File: config.mk
export PLATFORM = sky130hd
export DESIGN_NAME = mips_boot_ctrl_flat
export DESIGN_NICKNAME = d
export VERILOG_FILES = /design/src/rtl/mips_boot_ctrl_if.sv /design/src/rtl/mips_boot_ctrl.sv /design/src/flat_wrapper.sv
export SDC_FILE = /design/constraint.sdc
export NUM_CORES = 1
export LEC_CHECK = 0
export BUFFER_PORTS_ARGS = -buffer_cell sky130_fd_sc_hd__buf_2
export CORE_ASPECT_RATIO = 0.7
export CORE_MARGIN = 8
export CORE_UTILIZATION = 55
export CTS_BUF_LIST = sky130_fd_sc_hd__clkbuf_4 sky130_fd_sc_hd__clkbuf_8
export CTS_CLUSTER_SIZE = 28
export DETAILED_ROUTE_END_ITERATION = 6
export PLACE_DENSITY = 0.95
export SYNTH_ARGS = -nofsm -noshare
export SYNTH_HDL_FRONTEND = slang
export SYNTH_SLANG_ARGS = --single-unit
File: constraint.sdc
create_clock -name clock -period 2.5 [get_ports clock]
set_clock_uncertainty 0.1 [all_clocks]
set_input_delay 0.25 -clock clock [delete_from_list [all_inputs] [get_ports clock]]
set_output_delay 0.25 -clock clock [all_outputs]
set_load 0.02 [all_outputs]
File: src/rtl/mips_boot_ctrl_if.sv
// Bus bundle between the host loader, mips_boot_ctrl and the instruction memory / core.
// Carries the host stream (in_valid/in_data/in_ready), the imem write port and core status.
// slave: the boot controller's view. master: the host/harness view (drives the stream, observes the rest).
interface mips_boot_ctrl_if #(
  parameter int ADDR_W = 6
);
  logic              in_valid;
  logic [31:0]       in_data;
  logic              in_ready;
  logic              imem_we;
  logic [ADDR_W-1:0] imem_addr;
  logic [31:0]       imem_wdata;
  logic              cpu_reset;
  logic              done;
  logic              error;

  modport slave (
    input  in_valid, in_data,
    output in_ready, imem_we, imem_addr, imem_wdata, cpu_reset, done, error
  );

  modport master (
    output in_valid, in_data,
    input  in_ready, imem_we, imem_addr, imem_wdata, cpu_reset, done, error
  );
endinterface

File: src/rtl/mips_boot_ctrl.sv
// Boot controller: loads a length-prefixed program into imem, then releases the mips core from reset.
// Latency: an accepted word is written one cycle later; the core is released HOLD_CYCLES+1 cycles after the final accept.
// Backpressure: in_ready is decoded from the registered state (LEN/LOAD/CHECK only); it never depends on in_valid.
// Ports: clock, reset (async, active-high); bus (slave modport) carrying the host stream, imem write port,
//   cpu_reset, done and the sticky error flag.
// Optional feature: define BOOT_CHECKSUM_EN to require a trailing 32-bit wrapping-sum word after the payload.
module mips_boot_ctrl #(
  parameter int WORDS       = 64,
  parameter int ADDR_W      = 6,
  parameter int HOLD_CYCLES = 4
) (
  input  logic            clock,
  input  logic            reset,
  mips_boot_ctrl_if.slave bus
);

  localparam logic [2:0] S_IDLE  = 3'd0;
  localparam logic [2:0] S_LEN   = 3'd1;
  localparam logic [2:0] S_LOAD  = 3'd2;
`ifdef BOOT_CHECKSUM_EN
  localparam logic [2:0] S_CHECK = 3'd3;
`endif
  localparam logic [2:0] S_HOLD  = 3'd4;
  localparam logic [2:0] S_RUN   = 3'd5;
  localparam logic [2:0] S_ERROR = 3'd6;

  localparam logic [ADDR_W:0] CNT_ONE  = (ADDR_W+1)'(1);
  localparam logic [7:0]      HOLD_INIT = 8'(HOLD_CYCLES);

  logic [2:0]        state_q, state_d;
  // One bit wider than the address so N = WORDS = 2**ADDR_W is representable.
  logic [ADDR_W:0]   cnt_q, cnt_d;
  logic [ADDR_W:0]   len_q, len_d;
  logic [7:0]        hold_q, hold_d;
  logic              imem_we_q, imem_we_d;
  logic [ADDR_W-1:0] imem_addr_q, imem_addr_d;
  logic [31:0]       imem_wdata_q, imem_wdata_d;
`ifdef BOOT_CHECKSUM_EN
  logic [31:0]       sum_q, sum_d;
`endif

  logic accept;
  logic len_ok;
  logic last_word;

  // Length is range-checked on the full 32-bit word so out-of-range values never alias into range.
  assign len_ok    = (bus.in_data != 32'd0) && (bus.in_data <= 32'(WORDS));
  assign last_word = (cnt_q == (len_q - CNT_ONE));
  assign accept    = bus.in_valid && bus.in_ready;

`ifdef BOOT_CHECKSUM_EN
  assign bus.in_ready = (state_q == S_LEN) || (state_q == S_LOAD) || (state_q == S_CHECK);
`else
  assign bus.in_ready = (state_q == S_LEN) || (state_q == S_LOAD);
`endif
  assign bus.imem_we    = imem_we_q;
  assign bus.imem_addr  = imem_addr_q;
  assign bus.imem_wdata = imem_wdata_q;
  assign bus.cpu_reset  = (state_q != S_RUN);
  assign bus.done       = (state_q == S_RUN);
  assign bus.error      = (state_q == S_ERROR);

  always_comb begin
    state_d      = state_q;
    cnt_d        = cnt_q;
    len_d        = len_q;
    hold_d       = hold_q;
    imem_we_d    = 1'b0;
    imem_addr_d  = imem_addr_q;
    imem_wdata_d = imem_wdata_q;
`ifdef BOOT_CHECKSUM_EN
    sum_d        = sum_q;
`endif
    case (state_q)
      S_IDLE: state_d = S_LEN;
      S_LEN: begin
`ifdef BOOT_CHECKSUM_EN
        sum_d = 32'd0;
`endif
        if (accept) begin
          if (len_ok) begin
            len_d   = bus.in_data[ADDR_W:0];
            cnt_d   = '0;
            state_d = S_LOAD;
          end else begin
            state_d = S_ERROR;
          end
        end
      end
      S_LOAD: begin
        if (accept) begin
          imem_we_d    = 1'b1;
          imem_addr_d  = cnt_q[ADDR_W-1:0];
          imem_wdata_d = bus.in_data;
          cnt_d        = cnt_q + CNT_ONE;
`ifdef BOOT_CHECKSUM_EN
          sum_d        = sum_q + bus.in_data;
          if (last_word) state_d = S_CHECK;
`else
          if (last_word) begin
            state_d = S_HOLD;
            hold_d  = HOLD_INIT;
          end
`endif
        end
      end
`ifdef BOOT_CHECKSUM_EN
      S_CHECK: begin
        if (accept) begin
          if (bus.in_data == sum_q) begin
            state_d = S_HOLD;
            hold_d  = HOLD_INIT;
          end else begin
            state_d = S_ERROR;
          end
        end
      end
`endif
      // The counter is loaded on the entry edge and counts down to zero before release,
      // so HOLD occupies HOLD_CYCLES+1 cycles and the core sees the full write plus settle time.
      S_HOLD: begin
        if (hold_q == 8'd0) state_d = S_RUN;
        else                hold_d  = hold_q - 8'd1;
      end
      S_RUN:   state_d = S_RUN;
      S_ERROR: state_d = S_ERROR;
      default: state_d = S_ERROR;
    endcase
  end

  always_ff @(posedge clock or posedge reset) begin
    if (reset) begin
      state_q      <= S_IDLE;
      cnt_q        <= '0;
      len_q        <= '0;
      hold_q       <= 8'd0;
      imem_we_q    <= 1'b0;
      imem_addr_q  <= '0;
      imem_wdata_q <= 32'd0;
`ifdef BOOT_CHECKSUM_EN
      sum_q        <= 32'd0;
`endif
    end else begin
      state_q      <= state_d;
      cnt_q        <= cnt_d;
      len_q        <= len_d;
      hold_q       <= hold_d;
      imem_we_q    <= imem_we_d;
      imem_addr_q  <= imem_addr_d;
      imem_wdata_q <= imem_wdata_d;
`ifdef BOOT_CHECKSUM_EN
      sum_q        <= sum_d;
`endif
    end
  end

endmodule

File: src/flat_wrapper.sv
// flat-port wrapper written by rule: the top's interface ports become plain ports
module mips_boot_ctrl_flat 
#(
  parameter int WORDS       = 64,
  parameter int ADDR_W      = 6,
  parameter int HOLD_CYCLES = 4
)
  (clock, reset, bus_in_valid, bus_in_data, bus_in_ready, bus_imem_we, bus_imem_addr, bus_imem_wdata, bus_cpu_reset, bus_done, bus_error);
  mips_boot_ctrl_if #(.ADDR_W(ADDR_W)) bus_i ();
  input  logic clock;
  input  logic reset;
  input wire logic [$bits(bus_i.in_valid)-1:0] bus_in_valid;
  input wire logic [$bits(bus_i.in_data)-1:0] bus_in_data;
  output wire logic [$bits(bus_i.in_ready)-1:0] bus_in_ready;
  output wire logic [$bits(bus_i.imem_we)-1:0] bus_imem_we;
  output wire logic [$bits(bus_i.imem_addr)-1:0] bus_imem_addr;
  output wire logic [$bits(bus_i.imem_wdata)-1:0] bus_imem_wdata;
  output wire logic [$bits(bus_i.cpu_reset)-1:0] bus_cpu_reset;
  output wire logic [$bits(bus_i.done)-1:0] bus_done;
  output wire logic [$bits(bus_i.error)-1:0] bus_error;
  assign bus_i.in_valid = bus_in_valid;
  assign bus_i.in_data = bus_in_data;
  assign bus_in_ready = bus_i.in_ready;
  assign bus_imem_we = bus_i.imem_we;
  assign bus_imem_addr = bus_i.imem_addr;
  assign bus_imem_wdata = bus_i.imem_wdata;
  assign bus_cpu_reset = bus_i.cpu_reset;
  assign bus_done = bus_i.done;
  assign bus_error = bus_i.error;
  mips_boot_ctrl #(.WORDS(WORDS), .ADDR_W(ADDR_W), .HOLD_CYCLES(HOLD_CYCLES)) u_core (.clock(clock), .reset(reset), .bus(bus_i));
endmodule
# Word-level counts from Yosys, hierarchy flattened
# Index checks and enable logic that the tools add are counted.
[word_totals] ff_bits=64 in_bits=35 output_inout_bits=43 elab_cells=53
[classes] addsub=3 order_cmp=1 n_eq_ne=13 muxes=16 reduce_logical=13
[ops] op="32-bit by 7-bit less-or-equal comparator with 1-bit output (second input constant)" count=1
[ops] op="32-bit nonzero test" count=1
[ops] op="8-bit 2-to-1 mux" count=3
[ops] op="7-bit 2-to-1 mux" count=3
[ops] op="8-bit case mux with 2 select lines" count=1
[ops] op="3-bit 2-to-1 mux" count=5
[ops] op="3-bit case mux with 5 select lines" count=1
[ops] op="7-bit case mux with 2 select lines" count=1
[ops] op="4-bit AND reduction" count=3
[ops] op="2-bit by 1-bit inequality test with 1-bit output (second input constant)" count=5
[ops] op="3-bit == test (second input constant)" count=3
[ops] op="8-bit zero test" count=1
[ops] op="8-bit by 1-bit subtractor with 8-bit output (second input constant)" count=1
[ops] op="7-bit by 1-bit adder with 7-bit output (second input constant)" count=1
[ops] op="7-bit == test" count=1
[ops] op="7-bit by 1-bit subtractor with 7-bit output (second input constant)" count=1
[ops] op="2-bit nonzero test" count=2
[ops] op="3-bit by 1-bit == test with 1-bit output (second input constant)" count=1
[ops] op="3-bit by 2-bit == test with 1-bit output (second input constant)" count=1
[ops] op="3-bit zero test" count=1
[ops] op="3-bit inequality test (second input constant)" count=1
[ops] op="3-bit AND reduction" count=1
[ops] op="1-bit logical AND" count=2
[ops] op="1-bit 2-to-1 mux" count=2
[ops] op="other kinds (3)" count=3

# Depth between registers and ports, before layout
[depth] depth_word=5 mapped_depth=7 ltp_nobuf=7

# Worst setup path after synthesis
# Ideal clock, no wire load.
[synth_timing] kind="reg2reg" from="register u_core.len_q[0]" to="register u_core.hold_q[6]" setup_time_ns=0.136 arrival_ns=1.773 t_required_ns=2.264 setup_slack_ns=0.490 path_stages_with_launch=7 path_buffers=0 synth_period_minus_slack_ns=2.010 path_cell_list="dfrtp_1 inv_1 ha_1 or3_1 a31o_1 nor4b_4 o31ai_1"
[synth_via] elab_chain_cells=4
[synth_rtl] item="start: declaration" line="mips_boot_ctrl.sv:33" text="logic [ADDR_W:0] len_q, len_d;"
[synth_rtl] item="start signal: assignment" line="mips_boot_ctrl.sv:146" text="len_q <= len_d;"
[synth_rtl] item="7-bit by 1-bit subtractor with 7-bit output" line="mips_boot_ctrl.sv:48" text="assign last_word = (cnt_q == (len_q - CNT_ONE));"
[synth_rtl] item="7-bit == test" line="mips_boot_ctrl.sv:48"
[synth_rtl] item="2-bit by 1-bit inequality test with 1-bit output (no line)"
[synth_rtl] item="4-bit AND reduction (no line)"
[synth_rtl] item="end signal: assignment" line="mips_boot_ctrl.sv:147" text="hold_q <= hold_d;"
[synth_rtl] item="end: declaration" line="mips_boot_ctrl.sv:34" text="logic [7:0] hold_q, hold_d;"
# Every way passes these cells.
# A chain may end at the register's enable or synchronous reset.

# Worst setup path in the final report
# Same ends and word-level chain as after synthesis.

==> results.md <==
- Critical Path Start: u_core.len_q[0]
- #FFs+latches synth: 64
- Wire per inst: 17.2 um
- FFs w/ async S/R, synth: 1.00
- Final Util: 0.710
- P&R area growth vs syn: 24.8%
- First-pass DRT Iterations: 4
- Outcome: finished, final reports clean
- VDD IR-drop max: 0.567 mV
- Share of the synthesized area in the top cell type: 0.535
- Initial Util: 0.569
- Family with the most delay on the worst path: simple AND/OR/NAND/NOR gates
- Sequential share of the synthesized area: 0.535
- CP Depth: 6
- Reg2reg start: u_core.len_q[0]
- CTS root buffer: clkbuf_8
- Fin. Hold Viols: 0
- Worst EP arrival: 2.31 ns
- Max Root-Sink Buffers: 2
- HP Class: in -> reg
- Post-CTS Setup Inserts: 0
- Ratio of cells with drive above 1 in the final layout: 0.465
- GRT Residual Overflow: 0
- H-tree depth: 3
- Crit Path Category: reg -> reg
- Final period util: 0.881
- Slowest cell on crit path: nor4b_4
- Antenna cells: 0
- Final slew viol count: 0
- Post-synth EDFFs: 0
- Synth area leaders: dfrtp_1 54%, mux2_2 16%, xor2_1 2.9%, nor2_1 2.5%, xnor2_1 2.3%
- Lkg Pwr: 1.90 nW
- # hold bufs at CTS: 1
- Critical Path RT: 2.61 ns
- Most frequent cells in the layout: 77 x buf_2, 64 x dfrtp_1, 43 x mux2_2
- Final nets: 367
- Die span in y: 77.7 um
- Die width: 104 um
- Setup crit start kind: register
- Worst-Margin Slew: 0.678 ns
- R2r setup slk: 0.30 ns
- CP max stage delay: 0.48 ns
- First-pass GRT wire length: 11900 um
- Die area: 8100 um^2
- Worst path buffer plus inverter count: 1
- Clk slew on worst S/H paths: 0.07 ns
- Final min period: 2.20 ns
- Initial antenna violation count: 0
- Commonest non-fill, non-tap cell in the layout: buf_2
- Slew headroom: 0.544
- Reg2reg end: u_core.hold_q[6]
- Final HPWL DP: 5330 um
- Max FO, Critical Path: 7
- CTS tree: yes
- Placer Congestion: 0.828
- Post-route ant nets: 0
- CP Cell Sequence: inv_1, ha_1, or3_1, a31o_1, nor4b_4, o31ai_1
- Endpoints failing setup: 0
- PortBufs: 77
- First DRT Iteration DRCs: 85
- Worst R2R Path Depth: 6
- Floorplan row count: 22
- I/O Pins: 78
- Pwr per Cell Area: 717 nW/um^2
- Worst hold start: bus_in_data[18]
- Worst-Skew Late Latency: 0.33 ns
- Min-Delay Path Depth: 2
- Cts bufs inserted: 9
- Drt drc: 0
- Mapped Cells: 243
- Main synth FF type: dfrtp_1
- CORE AREA: 5260 um^2
- Ys Warns: 0
- Avg Vias per Cell: 5.48
- Routed WL: 6970 um
- Synth area leader: dfrtp_1
- Vias in the first global route: 2350
- Syn Nets: 282
- Syn_area_per_cell: 12.3 um^2
- Maximum clock rate: 0.454 GHz
- RSZ-0062 raised after global routing: false
- Netlist cell types: 42
- Setup_tns: 0 ns
- Post-CTS sizing: 0
- Tot GR Track Use: 0.181
- Max cap viols: 0
- Worst hold path endpoint: u_core.bus.imem_wdata[18]
- Clk sink count: 64
- Routed via count: 2219
- Largest net degree at the start of global routing: 56
- CP endpoint kind: register
- Synth Cell Area: 2990 um^2
[where the power goes]
group | switching, mW | internal [mW] | total, mW
clock | 0.391 | 0.598 | 0.989
sequential | 0.106 | 1.14 | 1.25
combinational | 0.252 | 0.191 | 0.443
total | 0.749 | 1.93 | 2.68
[routing by layer]
metal  up-vias  routed length [um]  GRT usage
met1      1091                2930      0.213
met5         -                   0          0
li1       1040                   -          -
met3        12                 604     0.0842
met2        76                3340      0.286
met4         0                  92     0.0647
[worst max-delay path by stage]
stage | end | slack, ns
floorplan | u_core.hold_q[6] | 0.49
global placement | u_core.hold_q[6] | 0.40
detailed placement | u_core.hold_q[6] | 0.32
CTS | u_core.hold_q[6] | 0.29
global route | u_core.hold_q[6] | 0.18
finish | u_core.hold_q[6] | 0.30
[cell families (layout without fill, tap and decap cells)]
family,count (synthesis),count (layout),share of synthesized area
AOI/OAI and AO/OA,23,23,0.0644
xor gates and xnor gates,18,18,0.0527
adders and majority gates,4,4,0.0167
buffers and inverters,18,108,0.0263
DFF,64,64,0.535
muxes,44,44,0.165
and+or+nand+nor,72,72,0.140
[state kept, by name (all words and copies together), names as in the netlist, named ones only]
name / count
u_core.hold_q: 8
u_core.bus.imem_wdata: 32
u_core.cnt_q: 7
u_core.len_q: 7
u_core.state_q: 2
u_core.bus.imem_we: 1
u_core.bus.imem_addr: 6
[stage by stage]
stage	power, mW	hold WS (ns)	cells	worst slack (ns)	cell area [um^2]
2_1_floorplan	1.54	0.267	243	0.490	2990
3_3_place_gp	1.68	0.0809	388	0.401	3500
3_5_place_dp	1.71	0.0802	388	0.318	3500
4_1_cts	2.70	0.0423	405	0.289	3730
5_1_grt	2.80	0.0380	405	0.183	3730
6_report	2.68	0.0592	405	0.296	3730
[cell type report]
cell class / instances / area (um^2)
clock inverter: 5 / 80.1
tap: 72 / 90.1
inverter: 9 / 33.8
timing repair buffer: 83 / 470
fill: 363 / 1520
sequential: 64 / 1600
clock buffer: 11 / 145
multi-input combinational: 161 / 1310
[cells in the mapped netlist, types with 2 or more instances]
cell	count
dfrtp_1	64
nand3_1	7
and2b_2	2
mux2_2	43
inv_1	9
ha_1	4
xnor2_1	8
buf_2	9
xor2_1	10
nor2b_1	3
nand4_1	4
a31oi_1	3
o21ai_0	6
nor3_1	6
a21oi_1	2
nand2_1	9
o31ai_1	2
and4_1	2
and2_1	2
nor2_1	20
nor4_1	7
No activity file was read; power rests on OpenSTA's default activity.
